**src/rtl/alu_issue.sv**
```systemverilog
// RV32I ALU-class decoder feeding a 2-entry issue FIFO towards the ALU stage.
// Define ALU_ISSUE_ILLEGAL_TRAP_EN to buffer unsupported instructions flagged as illegal.
module alu_issue (
    input  logic        clk,
    input  logic        rst,
    input  logic        in_valid,
    output logic        in_ready,
    input  logic [31:0] instr,
    input  logic [31:0] rs1_data,
    input  logic [31:0] rs2_data,
    input  logic        flush,
    output logic        out_valid,
    input  logic        out_ready,
    output logic [31:0] alu_a,
    output logic [31:0] alu_b,
    output logic [3:0]  alu_control,
    output logic [4:0]  rd,
    output logic        illegal
);
    localparam int DATA_W = 32;

    localparam logic [6:0] OPC_OP     = 7'b0110011;
    localparam logic [6:0] OPC_OP_IMM = 7'b0010011;
    localparam logic [6:0] F7_BASE    = 7'b0000000;
    localparam logic [6:0] F7_ALT     = 7'b0100000;

    localparam logic [3:0] ALU_ADD = 4'b0000;
    localparam logic [3:0] ALU_SUB = 4'b0001;
    localparam logic [3:0] ALU_AND = 4'b0010;
    localparam logic [3:0] ALU_OR  = 4'b0011;
    localparam logic [3:0] ALU_SLT = 4'b0100;
    localparam logic [3:0] ALU_SLL = 4'b0101;
    localparam logic [3:0] ALU_SRL = 4'b0110;
    localparam logic [3:0] ALU_SRA = 4'b0111;

`ifdef ALU_ISSUE_ILLEGAL_TRAP_EN
    localparam logic KEEP_ILLEGAL = 1'b1;
`else
    localparam logic KEEP_ILLEGAL = 1'b0;
`endif

    typedef struct packed {
        logic [DATA_W-1:0] a;
        logic [DATA_W-1:0] b;
        logic [3:0]        ctrl;
        logic [4:0]        rd;
        logic              ill;
    } entry_t;

    // The ALU shifts b by a[4:0], so shift operands are presented swapped.
    function automatic entry_t decode(input  logic [DATA_W-1:0] ins,
                                      input  logic [DATA_W-1:0] r1,
                                      input  logic [DATA_W-1:0] r2,
                                      output logic              sup);
        entry_t                   e;
        logic [2:0]               f3;
        logic [6:0]               f7;
        logic                     is_op;
        logic                     is_imm;
        logic                     shift;
        logic signed [DATA_W-1:0] imm_i;
        logic [DATA_W-1:0]        shamt_i;

        f3      = ins[14:12];
        f7      = ins[31:25];
        is_op   = (ins[6:0] == OPC_OP);
        is_imm  = (ins[6:0] == OPC_OP_IMM);
        imm_i   = {{20{ins[31]}}, ins[31:20]};
        shamt_i = {27'd0, ins[24:20]};
        e       = '0;
        e.rd    = ins[11:7];
        sup     = 1'b0;
        shift   = 1'b0;

        case (f3)
            3'b000: begin
                if (is_imm || (is_op && f7 == F7_BASE)) begin
                    e.ctrl = ALU_ADD;
                    sup    = 1'b1;
                end else if (is_op && f7 == F7_ALT) begin
                    e.ctrl = ALU_SUB;
                    sup    = 1'b1;
                end
            end
            3'b001: begin
                if ((is_op || is_imm) && f7 == F7_BASE) begin
                    e.ctrl = ALU_SLL;
                    sup    = 1'b1;
                    shift  = 1'b1;
                end
            end
            3'b010: begin
                if (is_imm || (is_op && f7 == F7_BASE)) begin
                    e.ctrl = ALU_SLT;
                    sup    = 1'b1;
                end
            end
            3'b101: begin
                if ((is_op || is_imm) && f7 == F7_BASE) begin
                    e.ctrl = ALU_SRL;
                    sup    = 1'b1;
                    shift  = 1'b1;
                end else if ((is_op || is_imm) && f7 == F7_ALT) begin
                    e.ctrl = ALU_SRA;
                    sup    = 1'b1;
                    shift  = 1'b1;
                end
            end
            3'b110: begin
                if (is_imm || (is_op && f7 == F7_BASE)) begin
                    e.ctrl = ALU_OR;
                    sup    = 1'b1;
                end
            end
            3'b111: begin
                if (is_imm || (is_op && f7 == F7_BASE)) begin
                    e.ctrl = ALU_AND;
                    sup    = 1'b1;
                end
            end
            default: ;
        endcase

        if (shift) begin
            e.a = is_op ? r2 : shamt_i;
            e.b = r1;
        end else begin
            e.a = r1;
            e.b = is_op ? r2 : imm_i;
        end

        if (!sup) begin
            e.a    = '0;
            e.b    = '0;
            e.ctrl = ALU_ADD;
            e.ill  = KEEP_ILLEGAL;
        end
        return e;
    endfunction

    // Stage p0: combinational decode of the incoming request
    entry_t dec_p0;
    logic   sup_p0;
    logic   push_p0;
    logic   pop_p0;
    logic   unused_rs1_field;

    always_comb begin
        dec_p0 = decode(instr, rs1_data, rs2_data, sup_p0);
    end

    assign unused_rs1_field = ^instr[19:15];

    // Stage p1: buffered entries and queue control
    entry_t     mem_p1 [2];
    entry_t     head_p1;
    logic [1:0] cnt_p1;
    logic [1:0] cnt_nxt;
    logic       wr_ptr_p1;
    logic       rd_ptr_p1;
    logic       ready_p1;
    logic       vld_p1;

    assign vld_p1   = (cnt_p1 != 2'd0);
    assign in_ready = ready_p1 & ~flush & ~rst;
    assign pop_p0   = vld_p1 & out_ready;
    assign push_p0  = in_valid & in_ready & (sup_p0 | KEEP_ILLEGAL);
    assign cnt_nxt  = cnt_p1 + {1'b0, push_p0} - {1'b0, pop_p0};
    assign head_p1  = mem_p1[rd_ptr_p1];

    always_ff @(posedge clk) begin
        if (rst) begin
            cnt_p1    <= 2'd0;
            wr_ptr_p1 <= 1'b0;
            rd_ptr_p1 <= 1'b0;
            ready_p1  <= 1'b0;
        end else if (flush) begin
            cnt_p1    <= 2'd0;
            wr_ptr_p1 <= 1'b0;
            rd_ptr_p1 <= 1'b0;
            ready_p1  <= 1'b1;
        end else begin
            cnt_p1   <= cnt_nxt;
            ready_p1 <= (cnt_nxt != 2'd2);
            if (push_p0) begin
                wr_ptr_p1 <= ~wr_ptr_p1;
            end
            if (pop_p0) begin
                rd_ptr_p1 <= ~rd_ptr_p1;
            end
        end
    end

    always_ff @(posedge clk) begin
        if (push_p0) begin
            mem_p1[wr_ptr_p1] <= dec_p0;
        end
    end

    // Output: head entry, forced to zero whenever nothing is presented
    always_comb begin
        out_valid   = vld_p1;
        alu_a       = '0;
        alu_b       = '0;
        alu_control = '0;
        rd          = '0;
        illegal     = 1'b0;
        if (vld_p1) begin
            alu_a       = head_p1.a;
            alu_b       = head_p1.b;
            alu_control = head_p1.ctrl;
            rd          = head_p1.rd;
            illegal     = head_p1.ill;
        end
    end

endmodule
```
**config.mk**
```make
export PLATFORM = sky130hd
export DESIGN_NAME = alu_issue
export DESIGN_NICKNAME = d
export VERILOG_FILES = /design/src/rtl/alu_issue.sv
export SDC_FILE = /design/constraint.sdc
export NUM_CORES = 1
export LEC_CHECK = 0
export BUFFER_PORTS_ARGS = -buffer_cell sky130_fd_sc_hd__buf_4
export CORE_ASPECT_RATIO = 0.6
export CORE_MARGIN = 2
export CORE_UTILIZATION = 52
export CTS_CLUSTER_DIAMETER = 40
export DETAILED_ROUTE_END_ITERATION = 12
export PLACE_DENSITY = 0.78
export SETUP_SLACK_MARGIN = 0.1
export SLEW_MARGIN = 40
export SYNTH_ARGS = -nofsm -noshare
export SYNTH_HDL_FRONTEND = slang
export SYNTH_SLANG_ARGS = --single-unit
```
**constraint.sdc**
```tcl
create_clock -name clk -period 15.9 [get_ports clk]
set_input_delay 1.59 -clock clk [delete_from_list [all_inputs] [get_ports clk]]
set_output_delay 1.59 -clock clk [all_outputs]
set_load 0.01 [all_outputs]
```
# After elaboration in Yosys (flattened, before gate mapping)

Memory sizes are Yosys's and may differ from the RTL's. A register that Yosys moved wholly into a read port is not among the register bits.
Cells that the tools add are included.

$add $sub $neg: 2
Eq/ne operators: 9
Multiplexer cells: 31
Bitwise gates (word level): 9
Reductions and logical operators: 11

Operators by type and width:

| cell                                                                   | count |
|---|---|
| 32-bit 2-to-1 mux                                                      | 4 |
| 68-bit 2-to-1 mux                                                      | 1 |
| 64-bit 2-to-1 mux                                                      | 1 |
| 3-bit one-hot mux with 6 select lines                                  | 1 |
| 7-bit by 6-bit equality test with 1-bit output (second input constant) | 2 |
| 1-bit 2-to-1 mux                                                       | 14 |
| 3-bit 2-to-1 mux                                                       | 4 |
| 3-bit equality test (second input constant)                            | 3 |
| 7-bit by 5-bit equality test with 1-bit output (second input constant) | 1 |
| 7-bit zero test                                                        | 1 |
| 1-bit AND                                                              | 5 |
| 5-bit 2-to-1 mux                                                       | 1 |
| 1-bit logical AND                                                      | 4 |
| 2-bit 2-to-1 mux                                                       | 2 |
| 4-bit 2-to-1 mux                                                       | 1 |
| 1-bit NOT                                                              | 4 |
| 1-bit one-hot mux with 4 select lines                                  | 1 |
| 3-bit by 1-bit equality test with 1-bit output (second input constant) | 1 |
| 3-bit by 2-bit equality test with 1-bit output (second input constant) | 1 |
| 3-bit zero test                                                        | 1 |
| 3-bit OR reduction                                                     | 1 |
| 2-bit by 1-bit adder with 2-bit output                                 | 1 |
| 1-bit logical OR                                                       | 2 |
| 2-bit != test (second input constant)                                  | 1 |
| other kinds (4)                                                        | 4 |

Flip-flop bits (word level): 5
RAM bits: 146
Bits of input ports: 101
Output and inout bits: 76
Word-level logic and storage cells: 67
Memories: 1

Memory list:

| name   | words | width | read ports | clocked after Yosys merged registers in | write ports | line | source |
|---|---|---|---|---|---|---|---|
| mem_p1 | 2     | 73    | 1          | 1                                       | 1           | 155  | `entry_t mem_p1 [2];` |

# Longest topological paths before layout

Word-level depth: 11
Gate-level depth with buffers: 7
Gate-level depth less buffers: 7

# Worst setup path after synthesis

No wires, ideal clock.

Path type: input -> register
Start: in instr[25]
End: mem mem_p1[0][0] in the netlist's numbering (enable)
Library setup time: 503 ps
Arrival: 6041 ps
Required time: 15397 ps
Path slack: 9356 ps
Stages on the path: 5
Path through: or4_4 o32a_4 a311oi_4 o2111ai_2 nor2_1

Longest elaborated chain between the ends: 8

Ends and longest elaborated chain:

| what                                                                                     | line | source |
|---|---|---|
| start, declared                                                                          | 8    | `input logic [31:0] instr,` |
| 7-bit by 6-bit equality test with 1-bit output / 7-bit zero test (equally long branches) | --   |  |
| 1-bit logical AND, on equally long branches                                              | --   |  |
| 1-bit 2-to-1 mux (tied with other cells)                                                 | 103  | `end else if ((is_op \|\| is_imm) && f7 == F7_ALT) begin` |
| 1-bit 2-to-1 mux, on equally long branches                                               | --   |  |
| 1-bit one-hot mux with 4 select lines (*)                                                | 75   | `case (f3)` |
| 1-bit AND (*)                                                                            | 167  | `assign push_p0 = in_valid & in_ready & (sup_p0 \| KEEP_ILLEGAL);` |
| 1-bit 2-to-1 mux (*)                                                                     | 195  | `if (push_p0) begin` |
| 1-bit 2-to-1 mux (implied by the code) (*)                                               | 196  | `mem_p1[wr_ptr_p1] <= dec_p0;` |
| end, declared                                                                            | 155  |  |

Mark *: on every way between the ends. The rest lies on a longest branch, timed or not.

# Worst setup path after layout

Start: in instr[25]
End: mem mem_p1[0][15] in the netlist's numbering (enable)

The elaborated chain is that of the path after synthesis.

==> results.toml <==
[run_status]
status = "complete, no violations"

[sta]
skew_ns = 0.00693
drv_slew = 0
maxSlewHeadroom_pct = 50.1
hold_ws_ns = 0.517
setup_viol = 0
grt_setup_unrepaired = "no"
worstMarginPinSlew_ns = 0.749
setup_tns_ns = 0
layout_min_cycle_time_ns = 4.17
hold_viol_final = 0
period_share_pct = 26.2
fmaxAchievable_mhz = 240

[worst_setup_path]
crit_path_start_kind = "primary input"
cp-endpoint = "mem_p1[0][15]"
end_kind = "flip-flop"
reg2reg_from = "cnt_p1[1]"
cp-startpoint = "instr[25]"
path_max_fanout = 72
rrSetupSlack_ns = 13.34
r2r-end = "cnt_p1[1]"
crit_arrival_ns = 4.21
reg2regPathDepth = 8
critPathKind = "primary input to flip-flop"
worstPathRequired_ns = 15.94

[synth]
yosysUniqueCellTypes = 44
ys_seq_area_share_pct = 59.6
synth.cell_area_um2 = 7450
ys_warn_count = 0
synth.most_common_cell = "edfxtp_1"
syn_avg_cell_area_um2 = 12.3
synthCells = 605
yosysTopAreaCell = "edfxtp_1"
synth_top_area_share_pct = 58.0
async_flop_share_pct = 0
synth_edf_count = 144
synthTopCellsByArea = "edfxtp_1 (58%), mux2i_1 (11%), nor2_1 (5.9%), a211oi_2 (5.7%), nand2_1 (3.2%)"
synth_ff_type = "edfxtp_1"
synth_common_cells = "edfxtp_1 (144), nor2_1 (118), mux2i_1 (79), nand2_1 (64), a211oi_2 (34)"
synth-seq-cells = 150

[finish]
diodes = 0
final_cells = 964
area_growth_pct = 26.9
nFillCells = 978
layout.nets = 861
final_area_um2 = 9460
drive_gt1_share_pct = 38.0

[clock_tree]
cts_root_buf = "clkbuf_16"
cts.sinks = 150
hold_buffers = 0
clkTransAtPathRegs_ns = 0.06
htreeDepth = 4
clk_path_buf_depth = 2
cts_made_buffers = 17
cts_setup_buffers = 0
cts_tree = "built"
cts_resized = 0
insertion_delay_ns = 0.42

[place]
dpl-instance-area_um2 = 8900
dp.cells = 932
dp_hpwl_um = 11700
portBuffers = 169
finalWeightedCongestion = 0.835

[floorplanning]
coreArea_um2 = 13800
die_y_um = 96.7
io_pins = 177
die_w_um = 159
fp.dieArea_um2 = 15300
start_util_pct = 53.9
placementRows = 33

[detailed_routing]
ant_nets = 0
wire_per_inst_um = 19.2
wl_um = 18500
drtIter0Drc = 280
viasPerCell = 5.62
firstDrtPassIters = 4
vias = 5420
drc = 0

[global_route]
grt_usage_pct = 24.6
grt.overflow.total = 0
grt_antenna_before_repair = 0
grt_pass1_vias = 5436
grt_max_degree = 73
grt_pass1_wl_um = 28600

[pwr]
peakVddDrop_mv = 0.0728
total_power_mw = 0.845
p_leak_nw = 3.20
power_density_nw_per_um2 = 89.4

[worst_hold_path]
hold_class = "flip-flop to flip-flop"
hold_start = "rd_ptr_p1"

[run]
drv_cap = 0
placed cells by master (no fill, tap or decap), types with 2 or more instances in the layout:
cell type and count:
edfxtp_1 144, mux2i_1 79, nor2_1 115, nand2_1 64, inv_1 4, o21ai_0 2, a211oi_1 4, buf_6 2
clkinv_1 2, and2_1 3, xnor2_1 2, clkinvlp_4 5, a21oi_2 27, and3_1 2, nor3_1 3, nor4b_4 2
conb_1 2, a211oi_2 34, nor3b_1 2, nand3_1 29, nor2_4 4, a21oi_1 9, clkbuf_16 17, and2b_2 2
inv_6 3, buf_8 3, buf_4 173, dfxtp_1 5
worst max-delay path, cell delays in order:
cell       delay (ns)
buf_4            0.12
or4_4            0.56
o41ai_2          0.32
nor4b_4          0.52
o2111ai_2        0.30
nor2_4           0.14
buf_6            0.56
power breakdown:
part	switching (mW)	total (mW)	internal, mW
Sequential	0.000174	0.427	0.427
Combinational	0.0181	0.0385	0.0203
Clock	0.163	0.380	0.216
Total	0.182	0.845	0.663
cell type report:
cell class	instances	area, µm²	share of cell area (%)
Multi-Input combinational cell	407	2810	29.7
Sequential cell	150	4450	47.0
Clock buffer	18	429	4.54
Tap cell	192	240	2.54
Inverter	4	15.0	0.159
Timing Repair Buffer	179	1390	14.7
Clock inverter	14	126	1.34
registers in the layout (all words and copies together), names as in the netlist, named ones only:
register / count
cnt_p1: 2
mem_p1: 144
rd_ptr_p1: 1
ready_p1: 1
wr_ptr_p1: 1
stage by stage:
stage | setup slack, ns | util (%)
floorplan | 9.36 | -
global placement | 11.27 | 63.7
detailed placement | 11.35 | 64.4
CTS | 11.78 | 68.4
global route | 11.56 | 68.4
finish | 11.73 | 68.4
layer usage:
| metal | vias up | track usage [%] | wire length (µm) |
|---|---|---|---|
| met5 | - | 0 | 0 |
| met4 | 0 | 5.41 | 230 |
| met3 | 24 | 7.62 | 1580 |
| met2 | 226 | 37.8 | 8490 |
| met1 | 2650 | 34.7 | 8160 |
| li1 | 2520 | - | - |
logic make-up (layout without fill, tap and decap cells):
logic type      count (synthesis)  after routing  share of synthesized area [%]
mux                            79             79                           10.6
other cells                     1              2                         0.0503
buf+inv                        49            215                           3.39
compound gates                 87             87                           11.9
flops                         150            150                           59.6
fa+ha+maj                       1              1                          0.168
xor+xnor                        3              3                          0.353
simple gates                  235            235                           13.9
how the worst min path moves through the flow:
stage	endpoint	slack, ns	cells past startpoint
4_1_cts	flip-flop	0.52	2
3_3_place_gp	wr_ptr_p1	0.50	2
3_5_place_dp	flip-flop	0.50	2
2_1_floorplan	wr_ptr_p1	0.45	2
6_report	flip-flop	0.52	2
5_1_grt	wr_ptr_p1	0.55	2
Note: power is estimated with default switching activity, not from simulation.
